$ cat config.mk
export PLATFORM = sky130hd
export DESIGN_NAME = bcd2bin_seq
export DESIGN_NICKNAME = d
export VERILOG_FILES = /design/src/rtl/bcd2bin_seq.sv
export SDC_FILE = /design/constraint.sdc
export NUM_CORES = 1
export LEC_CHECK = 0
export CAP_MARGIN = 20
export CORE_ASPECT_RATIO = 1.2
export CORE_MARGIN = 3
export CORE_UTILIZATION = 34
export DETAILED_ROUTE_END_ITERATION = 7
export PLACE_DENSITY = 0.55
export SETUP_SLACK_MARGIN = 0.2
export SLEW_MARGIN = 15
export SYNTH_ARGS = -nofsm -noshare
export SYNTH_HDL_FRONTEND = slang
export SYNTH_SLANG_ARGS = --single-unit
export TNS_END_PERCENT = 10
$ cat constraint.sdc
create_clock -name clk -period 5.4 [get_ports clk]
set_input_delay 0.54 -clock clk [delete_from_list [all_inputs] [get_ports clk]]
set_output_delay 0.54 -clock clk [all_outputs]
set_load 0.02 [all_outputs]
$ cat src/rtl/bcd2bin_seq.sv
// bcd2bin_seq: sequential packed-BCD to binary converter, one digit per clock,
// most-significant digit first (acc = acc*10 + digit).
//
// Ports
//   clk    in   rising-edge clock
//   rst    in   asynchronous active-low reset
//   bcd    in   packed BCD word, digit i at [4i+3:4i], sampled when start is accepted
//   start  in   conversion request, accepted while busy==0
//   busy   out  high while a conversion is in progress
//   bin    out  binary result, held until the next completion
//   valid  out  one-cycle pulse when bin/ovf/err update
//   ovf    out  true value exceeded 2**BIN_WIDTH-1 (bin holds the low bits)
//   err    out  a digit was above 9 (bin forced to 0)
module bcd2bin_seq #(
    parameter int BIN_WIDTH  = 8,
    parameter int BCD_DIGITS = $rtoi($ceil($log10(real'(2**BIN_WIDTH-1)))),
    parameter int BCD_WIDTH  = BCD_DIGITS*4
) (
    input  logic                 clk,
    input  logic                 rst,
    input  logic [BCD_WIDTH-1:0] bcd,
    input  logic                 start,
    output logic                 busy,
    output logic [BIN_WIDTH-1:0] bin,
    output logic                 valid,
    output logic                 ovf,
    output logic                 err
);

    // Accumulator must hold 10**D-1 and the worst intermediate acc*10 + 15.
    localparam int unsigned ACC_W = (BCD_WIDTH > BIN_WIDTH + 4) ? BCD_WIDTH : BIN_WIDTH + 4;
    localparam int unsigned CNT_W = (BCD_DIGITS > 1) ? $clog2(BCD_DIGITS) : 1;

    typedef enum logic [0:0] {
        S_IDLE = 1'b0,
        S_CONV = 1'b1
    } state_t;

    state_t               r_state;
    logic [BCD_WIDTH-1:0] r_shift;
    logic [ACC_W-1:0]     r_acc;
    logic [CNT_W-1:0]     r_cnt;
    logic                 r_err_int;
    logic                 r_busy;
    logic                 r_valid;
    logic [BIN_WIDTH-1:0] r_bin;
    logic                 r_ovf;
    logic                 r_err;

    logic [3:0]           w_digit;
    logic [ACC_W-1:0]     w_acc_next;
    logic                 w_err_next;
    logic                 w_ovf;

    // Datapath for the digit currently at the top of the shift register.
    assign w_digit    = r_shift[BCD_WIDTH-1 -: 4];
    assign w_acc_next = (r_acc << 3) + (r_acc << 1) + ACC_W'(w_digit);
    assign w_err_next = r_err_int | (w_digit > 4'd9);
    assign w_ovf      = |w_acc_next[ACC_W-1:BIN_WIDTH];

    // Control FSM with registered handshake and result outputs.
    always_ff @(posedge clk or negedge rst) begin
        if (!rst) begin
            r_state   <= S_IDLE;
            r_shift   <= '0;
            r_acc     <= '0;
            r_cnt     <= '0;
            r_err_int <= 1'b0;
            r_busy    <= 1'b0;
            r_valid   <= 1'b0;
            r_bin     <= '0;
            r_ovf     <= 1'b0;
            r_err     <= 1'b0;
        end else begin
            r_valid <= 1'b0;
            case (r_state)
                S_IDLE: begin
                    if (start) begin
                        r_shift   <= bcd;
                        r_acc     <= '0;
                        r_cnt     <= CNT_W'(BCD_DIGITS - 1);
                        r_err_int <= 1'b0;
                        r_busy    <= 1'b1;
                        r_state   <= S_CONV;
                    end
                end
                S_CONV: begin
                    r_acc     <= w_acc_next;
                    r_shift   <= r_shift << 4;
                    r_err_int <= w_err_next;
                    r_cnt     <= r_cnt - CNT_W'(1);
                    if (r_cnt == '0) begin
                        r_state <= S_IDLE;
                        r_busy  <= 1'b0;
                        r_valid <= 1'b1;
                        r_err   <= w_err_next;
                        if (w_err_next) begin
                            r_bin <= '0;
                            r_ovf <= 1'b0;
                        end else begin
                            r_bin <= w_acc_next[BIN_WIDTH-1:0];
                            r_ovf <= w_ovf;
                        end
                    end
                end
                default: r_state <= S_IDLE;
            endcase
        end
    end

    assign busy  = r_busy;
    assign valid = r_valid;
    assign bin   = r_bin;
    assign ovf   = r_ovf;
    assign err   = r_err;

endmodule

==> run_summary.xml, run 1 <==
<?xml version="1.0" encoding="UTF-8"?>
<metrics>
  <group name="run_status">
    <metric name="outcome" unit="">complete, no violations</metric>
  </group>
  <group name="routing">
    <metric name="route.detailed.drc" unit="">0</metric>
    <metric name="routed_wl" unit="mm">4.28</metric>
    <metric name="drt_pre_antenna_iters" unit="">4</metric>
    <metric name="detail_route.vias_per_cell" unit="">4.92</metric>
    <metric name="drt_iter0_drc" unit="">27</metric>
    <metric name="num_vias" unit="">1487</metric>
    <metric name="detail_route_antenna_nets" unit="">0</metric>
    <metric name="routed_wire_length_per_instance" unit="µm">14.2</metric>
  </group>
  <group name="floorplan">
    <metric name="die_area" unit="mm²">0.00719</metric>
    <metric name="core_area" unit="mm²">0.00582</metric>
    <metric name="dieWidth" unit="µm">77.9</metric>
    <metric name="floorplan.initialDensity" unit="%">36.2</metric>
    <metric name="io_pins" unit="">27</metric>
    <metric name="floorplan.rows" unit="">30</metric>
    <metric name="die-height" unit="µm">92.3</metric>
  </group>
  <group name="sta">
    <metric name="finalSetupViolCount" unit="">0</metric>
    <metric name="timing.final.max_slew_violations" unit="">0</metric>
    <metric name="worst_clock_skew" unit="ns">0.00752</metric>
    <metric name="finalHoldViolations" unit="">0</metric>
    <metric name="fin_setup_tns" unit="ns">0</metric>
    <metric name="grt_setup_unrepaired" unit="">no</metric>
    <metric name="layout_min_cycle_time" unit="ns">2.49</metric>
    <metric name="worst_pin_slew" unit="ns">0.860</metric>
    <metric name="max-slew-margin-rel" unit="%">42.5</metric>
    <metric name="max_freq" unit="MHz">402</metric>
    <metric name="fin_crit_sh" unit="%">46.0</metric>
  </group>
  <group name="cells_and_area">
    <metric name="fillerInstances" unit="">562</metric>
    <metric name="commonest_cells_after_routing_fill_and_taps_aside" unit="">sky130_fd_sc_hd__dfrtp_1, sky130_fd_sc_hd__clkdlybuf4s50_1, sky130_fd_sc_hd__ha_1, sky130_fd_sc_hd__o21ai_0, sky130_fd_sc_hd__a22o_1</metric>
    <metric name="syn_to_final_growth" unit="%">20.5</metric>
    <metric name="finalNetCount" unit="">257</metric>
    <metric name="share_of_cells_above_drive_strength_1" unit="%">7.66</metric>
    <metric name="antenna_cells" unit="">0</metric>
    <metric name="layout_commonest_cell" unit="">sky130_fd_sc_hd__dfrtp_1</metric>
  </group>
  <group name="clock_tree">
    <metric name="numCtsBuffers" unit="">5</metric>
    <metric name="cts.path.max_buffers" unit="">2</metric>
    <metric name="cts_root_buf" unit="">sky130_fd_sc_hd__clkbuf_8</metric>
    <metric name="cts_tree" unit="">built</metric>
    <metric name="clock_latency" unit="ns">0.29</metric>
    <metric name="post_cts.repair.setup_buffers" unit="">0</metric>
    <metric name="ctsHoldBuffers" unit="">0</metric>
    <metric name="clkTransAtPathRegs" unit="ns">0.08</metric>
    <metric name="cts_repair_resize_count" unit="">0</metric>
    <metric name="ctsHtreeMaxLevel" unit="">2</metric>
    <metric name="cts_num_sinks" unit="">39</metric>
  </group>
  <group name="hold_path">
    <metric name="min_path_type" unit="">in2async</metric>
  </group>
  <group name="setup_path">
    <metric name="crit_arrival" unit="ns">2.69</metric>
    <metric name="timing.critical_path.from" unit="">r_shift[11]</metric>
    <metric name="cp_num_cells" unit="">9</metric>
    <metric name="timing.critical_path.buf_inv" unit="">1</metric>
    <metric name="crit_path_max_fanout" unit="">3</metric>
    <metric name="slowest_stage_cell_on_the_critical_path" unit="">sky130_fd_sc_hd__fa_1</metric>
    <metric name="worst-endpoint-required" unit="ns">5.61</metric>
    <metric name="delay_of_the_slowest_critical_path_stage" unit="ns">0.53</metric>
    <metric name="cp-endpoint" unit="">ovf</metric>
    <metric name="kind_of_cell_adding_the_most_delay_to_the_critical_path" unit="">adder cells</metric>
    <metric name="ff2ff_setup_slack" unit="ns">2.91</metric>
    <metric name="crit_chain" unit="">inv_1 -&gt; fa_1 -&gt; fa_1 -&gt; and2b_1 -&gt; o31a_2 -&gt; o22ai_2 -&gt; xnor2_1 -&gt; nor2_1 -&gt; a41oi_1</metric>
    <metric name="most_numerous_cell_on_the_critical_path" unit="">sky130_fd_sc_hd__fa_1</metric>
    <metric name="critPathLaunchType" unit="">flop</metric>
    <metric name="timing.reg2reg.worst_path_depth" unit="">9</metric>
    <metric name="rr_startpoint" unit="">r_shift[11]</metric>
    <metric name="r2r_end" unit="">ovf</metric>
    <metric name="critPathCaptureType" unit="">flop</metric>
    <metric name="setup.worst_path.class" unit="">reg2reg</metric>
  </group>
  <group name="global_route">
    <metric name="global_route.usage.total" unit="%">13.0</metric>
    <metric name="globalRouteOverflowTotal" unit="">0</metric>
    <metric name="antenna_found_initial" unit="">0</metric>
    <metric name="grt_pass1_wl" unit="mm">7.35</metric>
    <metric name="grt_pass1_vias" unit="">1496</metric>
    <metric name="grt_start_max_net_pins" unit="">40</metric>
  </group>
  <group name="logic_synthesis">
    <metric name="synth_edf_count" unit="">0</metric>
    <metric name="total_nets_after_synthesis" unit="">231</metric>
    <metric name="synthesis.area_per_instance" unit="µm²">10.8</metric>
    <metric name="ys_seq_elements" unit="">39</metric>
    <metric name="synth.distinct_cells" unit="">35</metric>
    <metric name="yosys_warnings" unit="">0</metric>
    <metric name="post_synthesis_cell_type_with_the_largest_combined_area" unit="">sky130_fd_sc_hd__dfrtp_1</metric>
    <metric name="netlist_area" unit="mm²">0.00211</metric>
    <metric name="synth_async_sr_flop_share" unit="%">100</metric>
    <metric name="dominantRegCellSynth" unit="">sky130_fd_sc_hd__dfrtp_1</metric>
    <metric name="seq_area_frac_synth" unit="%">46.3</metric>
    <metric name="synth.area.top_cells" unit="">sky130_fd_sc_hd__dfrtp_1, sky130_fd_sc_hd__ha_1, sky130_fd_sc_hd__a22o_1, sky130_fd_sc_hd__mux2i_1, sky130_fd_sc_hd__o21ai_0</metric>
    <metric name="netlist.area_leader.share" unit="%">46.3</metric>
    <metric name="syn_inst" unit="">195</metric>
  </group>
  <group name="flow_run">
    <metric name="max_cap_violations" unit="">0</metric>
  </group>
  <group name="pwr">
    <metric name="largest_vdd_supply_drop" unit="mV">0.249</metric>
    <metric name="finalPower" unit="mW">1.73</metric>
    <metric name="power_density" unit="mW/mm²">683</metric>
    <metric name="power_leakage" unit="nW">1.22</metric>
  </group>
  <group name="place">
    <metric name="io_buf_count" unit="">26</metric>
    <metric name="detailed_place_hpwl" unit="mm">3.18</metric>
    <metric name="final_weighted_congestion_in_routability_driven_placement" unit="">0.814</metric>
  </group>
</metrics>
-- layout make-up --
| type | count | area (µm²) | share of cell area (%) |
|---|---|---|---|
| clock buffer | 5 | 68.8 | 2.71 |
| clock inverter | 3 | 43.8 | 1.72 |
| inverter | 14 | 52.6 | 2.07 |
| multi-input combinational | 134 | 1040 | 40.8 |
| sequential | 39 | 976 | 38.4 |
| tap | 80 | 100 | 3.94 |
| timing repair buffer | 27 | 263 | 10.3 |
-- registers in the layout, indices dropped and copies added, names as in the netlist --
name	cells
r_shift	12
r_acc	11
bin	8
r_cnt	2
busy	1
err	1
ovf	1
r_err_int	1
r_state	1
valid	1
-- power breakdown --
group	internal (mW)	leakage, nW	total (mW)	switching, mW
Clock	0.138	0.0581	0.246	0.108
Sequential	0.421	0.497	0.510	0.0887
Combinational	0.457	0.666	0.980	0.523
-- worst register-to-register path: cells and delay by family (launching register included) --
| kind | cells | cell delay, ns |
|---|---|---|
| compound gates | 3 | 0.42 |
| xor+xnor | 1 | 0.24 |
| fa+ha+maj | 2 | 1.00 |
| buf+inv | 1 | 0.08 |
| flops | 1 | 0.35 |
| simple gates | 2 | 0.32 |
-- worst min path at each step --
stage,from,endpoint,slack (ns)
4_1_cts,rst,bin[4],0.40
2_1_floorplan,rst,bin[0],0.24
6_report,rst,bin[4],0.35
3_5_place_dp,r_cnt[0],r_cnt[0],0.48
5_1_grt,rst,r_acc[5],0.42
3_3_place_gp,r_shift[2],r_shift[6],0.47
-- routing by layer --
metal	routed length [µm]	global-route usage (%)	up-vias
li1	-	-	743
met1	1990	16.1	707
met2	2080	22.1	30
met3	139	3.14	7
met4	71	4.30	0
met5	0	0	-
-- logic make-up (layout without fill, tap and decap cells) --
family | Yosys count | after routing | share of synthesized area (%)
compound gates | 51 | 51 | 17.0
simple gates | 41 | 41 | 9.50
flops | 39 | 39 | 46.3
buf+inv | 22 | 49 | 4.57
fa+ha+maj | 21 | 21 | 13.2
mux | 12 | 12 | 5.70
xor+xnor | 9 | 9 | 3.74
-- synth_stat cells, types with 2 or more instances --
library cell / n
sky130_fd_sc_hd__ha_1: 19
sky130_fd_sc_hd__o21ai_0: 16
sky130_fd_sc_hd__mux2i_1: 12
sky130_fd_sc_hd__nand2_1: 14
sky130_fd_sc_hd__fa_1: 2
sky130_fd_sc_hd__nand3_1: 3
sky130_fd_sc_hd__xor2_1: 2
sky130_fd_sc_hd__clkbuf_1: 4
sky130_fd_sc_hd__o21a_1: 4
sky130_fd_sc_hd__a21oi_1: 8
sky130_fd_sc_hd__dfrtp_1: 39
sky130_fd_sc_hd__nor2_1: 13
sky130_fd_sc_hd__inv_1: 14
sky130_fd_sc_hd__xnor2_1: 7
sky130_fd_sc_hd__nand2b_1: 2
sky130_fd_sc_hd__a22o_1: 15
sky130_fd_sc_hd__buf_2: 3
-- metrics by stage --
step | hold slack, ns | cells | worst slack [ns] | utilization, % | instance area [µm²]
after floorplan | 0.244 | 195 | 3.10 | - | 2110
after global placement | 0.466 | 294 | 2.82 | 41.7 | 2430
after detailed placement | 0.476 | 294 | 2.83 | 41.7 | 2430
after CTS | 0.399 | 302 | 2.89 | 43.7 | 2540
after global routing | 0.417 | 302 | 2.70 | 43.7 | 2540
final | 0.355 | 302 | 2.91 | 43.7 | 2540
(Power assumes the default switching activity.)
==> run 2: changes to the inputs <==
- clock period: 5.4 -> 2.45 ns (I/O delays scaled with it)
==> run 2 against run 1 <==
Clock power rose by 130%. Combinational power increased to 2.5 times the previous value. Critical endpoint unchanged. Sequential power is 120% higher. Total power grew 140%. Hold slack worse by 0.30 ns. Clock skew fell by 0.00069 ns. Final cell count rose by 3.0%. Sequential share of layout area is 2.1 points lower. Register-to-register slack got worse by 2.8 ns.
==> run_summary.xml, run 2 (synthesis results as in run 1) <==
<?xml version="1.0" encoding="UTF-8"?>
<metrics>
  <group name="run_status">
    <metric name="outcome" unit="">complete, no violations</metric>
  </group>
  <group name="clock_tree">
    <metric name="cts_root_buf" unit="">sky130_fd_sc_hd__clkbuf_8</metric>
    <metric name="clkTransAtPathRegs" unit="ns">0.08</metric>
    <metric name="cts_num_sinks" unit="">39</metric>
    <metric name="cts.path.max_buffers" unit="">2</metric>
    <metric name="numCtsBuffers" unit="">5</metric>
    <metric name="ctsHoldBuffers" unit="">0</metric>
    <metric name="ctsHtreeMaxLevel" unit="">2</metric>
    <metric name="clock_latency" unit="ns">0.29</metric>
    <metric name="cts_tree" unit="">built</metric>
  </group>
  <group name="global_route">
    <metric name="grt_start_max_net_pins" unit="">40</metric>
    <metric name="globalRouteOverflowTotal" unit="">0</metric>
    <metric name="antenna_found_initial" unit="">0</metric>
    <metric name="grt_pass1_vias" unit="">1595</metric>
    <metric name="global_route.usage.total" unit="%">13.4</metric>
    <metric name="grt_pass1_wl" unit="mm">7.60</metric>
  </group>
  <group name="sta">
    <metric name="fin_crit_sh" unit="%">97.2</metric>
    <metric name="worst_pin_slew" unit="ns">0.855</metric>
    <metric name="timing.final.max_slew_violations" unit="">0</metric>
    <metric name="max-slew-margin-rel" unit="%">43.0</metric>
    <metric name="fin_setup_tns" unit="ns">0</metric>
    <metric name="layout_min_cycle_time" unit="ns">2.38</metric>
    <metric name="grt_setup_unrepaired" unit="">yes</metric>
    <metric name="max_freq" unit="MHz">420</metric>
    <metric name="finalHoldViolations" unit="">0</metric>
    <metric name="finalSetupViolCount" unit="">0</metric>
    <metric name="worst_clock_skew" unit="ns">0.00683</metric>
  </group>
  <group name="setup_path">
    <metric name="worst-endpoint-required" unit="ns">2.61</metric>
    <metric name="r2r_end" unit="">ovf</metric>
    <metric name="ff2ff_setup_slack" unit="ns">0.07</metric>
    <metric name="critPathCaptureType" unit="">flop</metric>
    <metric name="critPathLaunchType" unit="">flop</metric>
    <metric name="crit_path_max_fanout" unit="">3</metric>
    <metric name="rr_startpoint" unit="">r_acc[2]</metric>
    <metric name="delay_of_the_slowest_critical_path_stage" unit="ns">0.57</metric>
    <metric name="setup.worst_path.class" unit="">reg2reg</metric>
    <metric name="crit_arrival" unit="ns">2.54</metric>
    <metric name="timing.reg2reg.worst_path_depth" unit="">9</metric>
    <metric name="cp-endpoint" unit="">ovf</metric>
    <metric name="timing.critical_path.from" unit="">r_acc[2]</metric>
    <metric name="slowest_stage_cell_on_the_critical_path" unit="">sky130_fd_sc_hd__fa_1</metric>
    <metric name="crit_chain" unit="">inv_2 -&gt; fa_1 -&gt; fa_2 -&gt; and2b_1 -&gt; o31a_2 -&gt; o22ai_2 -&gt; xnor2_2 -&gt; nor2_1 -&gt; a41oi_2</metric>
  </group>
  <group name="floorplan">
    <metric name="die_area" unit="mm²">0.00719</metric>
    <metric name="die-height" unit="µm">92.3</metric>
    <metric name="core_area" unit="mm²">0.00582</metric>
    <metric name="dieWidth" unit="µm">77.9</metric>
    <metric name="io_pins" unit="">27</metric>
    <metric name="floorplan.rows" unit="">30</metric>
    <metric name="floorplan.initialDensity" unit="%">36.2</metric>
  </group>
  <group name="pwr">
    <metric name="largest_vdd_supply_drop" unit="mV">0.603</metric>
    <metric name="finalPower" unit="mW">4.16</metric>
    <metric name="power_density" unit="mW/mm²">1550</metric>
    <metric name="power_leakage" unit="nW">1.28</metric>
  </group>
  <group name="place">
    <metric name="io_buf_count" unit="">26</metric>
    <metric name="dp_cells" unit="">297</metric>
    <metric name="detailed_place_hpwl" unit="mm">3.25</metric>
    <metric name="final_weighted_congestion_in_routability_driven_placement" unit="">0.860</metric>
  </group>
  <group name="cells_and_area">
    <metric name="largest_register_ff_count" unit="">12</metric>
    <metric name="layout_commonest_cell" unit="">sky130_fd_sc_hd__dfrtp_1</metric>
    <metric name="share_of_cells_above_drive_strength_1" unit="%">15.6</metric>
    <metric name="layout.cells.non_filler" unit="">311</metric>
    <metric name="syn_to_final_growth" unit="%">27.6</metric>
    <metric name="finalNetCount" unit="">266</metric>
    <metric name="commonest_cells_after_routing_fill_and_taps_aside" unit="">sky130_fd_sc_hd__dfrtp_1, sky130_fd_sc_hd__clkdlybuf4s50_1, sky130_fd_sc_hd__ha_1, sky130_fd_sc_hd__a22o_1</metric>
    <metric name="regMostFlops" unit="">r_shift</metric>
    <metric name="antenna_cells" unit="">0</metric>
  </group>
  <group name="flow_run">
    <metric name="max_cap_violations" unit="">0</metric>
  </group>
  <group name="routing">
    <metric name="drt_pre_antenna_iters" unit="">4</metric>
    <metric name="detail_route_antenna_nets" unit="">0</metric>
    <metric name="routed_wl" unit="mm">4.55</metric>
    <metric name="detail_route.vias_per_cell" unit="">5.00</metric>
    <metric name="routed_wire_length_per_instance" unit="µm">14.6</metric>
    <metric name="num_vias" unit="">1554</metric>
    <metric name="drt_iter0_drc" unit="">63</metric>
    <metric name="route.detailed.drc" unit="">0</metric>
  </group>
  <group name="hold_path">
    <metric name="min_path_type" unit="">in2async</metric>
  </group>
</metrics>
==> run 2: cell types whose count changed in the layout (fill, tap and decap cells not counted), sizes merged <==
cell and change:
buf +9, clkbuf +1, clkinv -2, inv +1
==> run 2: what timing repair did <==
| item | 4_1_cts | 5_1_grt |
|---|---|---|
| setup buffers | 5 | 1 |
| pin swaps | 5 | 4 |
| endpoints found under the setup margin | 3 | 9 |
| resized for setup | 3 | 8 |
==> run 2: worst min path at each step <==
stage	end	cells after the start	slack [ns]
3_5_place_dp	bin[5]	1	0.42
3_3_place_gp	bin[5]	1	0.43
5_1_grt	r_acc[2]	1	0.13
2_1_floorplan	bin[0]	0	-0.05
6_report	r_acc[2]	1	0.06
4_1_cts	r_acc[2]	1	0.10
==> run 2: metrics by stage <==
step                hold WS (ns)  setup slack, ns  area [µm²]  utilization (%)
floorplan                -0.0506            0.199        2110                -
global placement           0.427           0.0940        2450             42.2
global route               0.125          -0.0428        2690             46.2
CTS                        0.101            0.120        2630             45.3
finish                    0.0583           0.0679        2690             46.2
detailed placement         0.421           0.0714        2450             42.2
==> run 2: routing by layer <==
| metal | GRT usage (%) | up-vias | share of wire [%] |
|---|---|---|---|
| li1 | - | 763 | - |
| met1 | 16.1 | 741 | 42 |
| met2 | 22.1 | 39 | 50 |
| met3 | 3.83 | 11 | 4.5 |
| met4 | 6.08 | 0 | 3.3 |
| met5 | 0 | - | 0 |
==> run 2: cell type report <==
class	count	area [µm²]
Fill cell	555	3130
Multi-Input combinational cell	134	1110
Sequential cell	39	976
Timing Repair Buffer	36	330
Tap cell	80	100
Clock buffer	6	82.6
Inverter	14	52.6
Clock inverter	2	38.8
==> run 2: worst max-delay path: cells and delay by family, from the launching register on <==
family	cells	cell delay, ns
AO/OA/AOI/OAI	3	0.61
adder cells (fa/ha/maj)	2	0.78
XOR/XNOR	1	0.09
buffers and inverters	1	0.05
AND/OR/NAND/NOR	2	0.35
flip-flops	1	0.37
==> run 2: report_power, final <==
part           total (mW)  internal, mW  switching [mW]
clock network       0.574         0.335           0.238
logic                2.46          1.19            1.27
registers            1.12         0.927           0.197
total                4.16          2.45            1.70
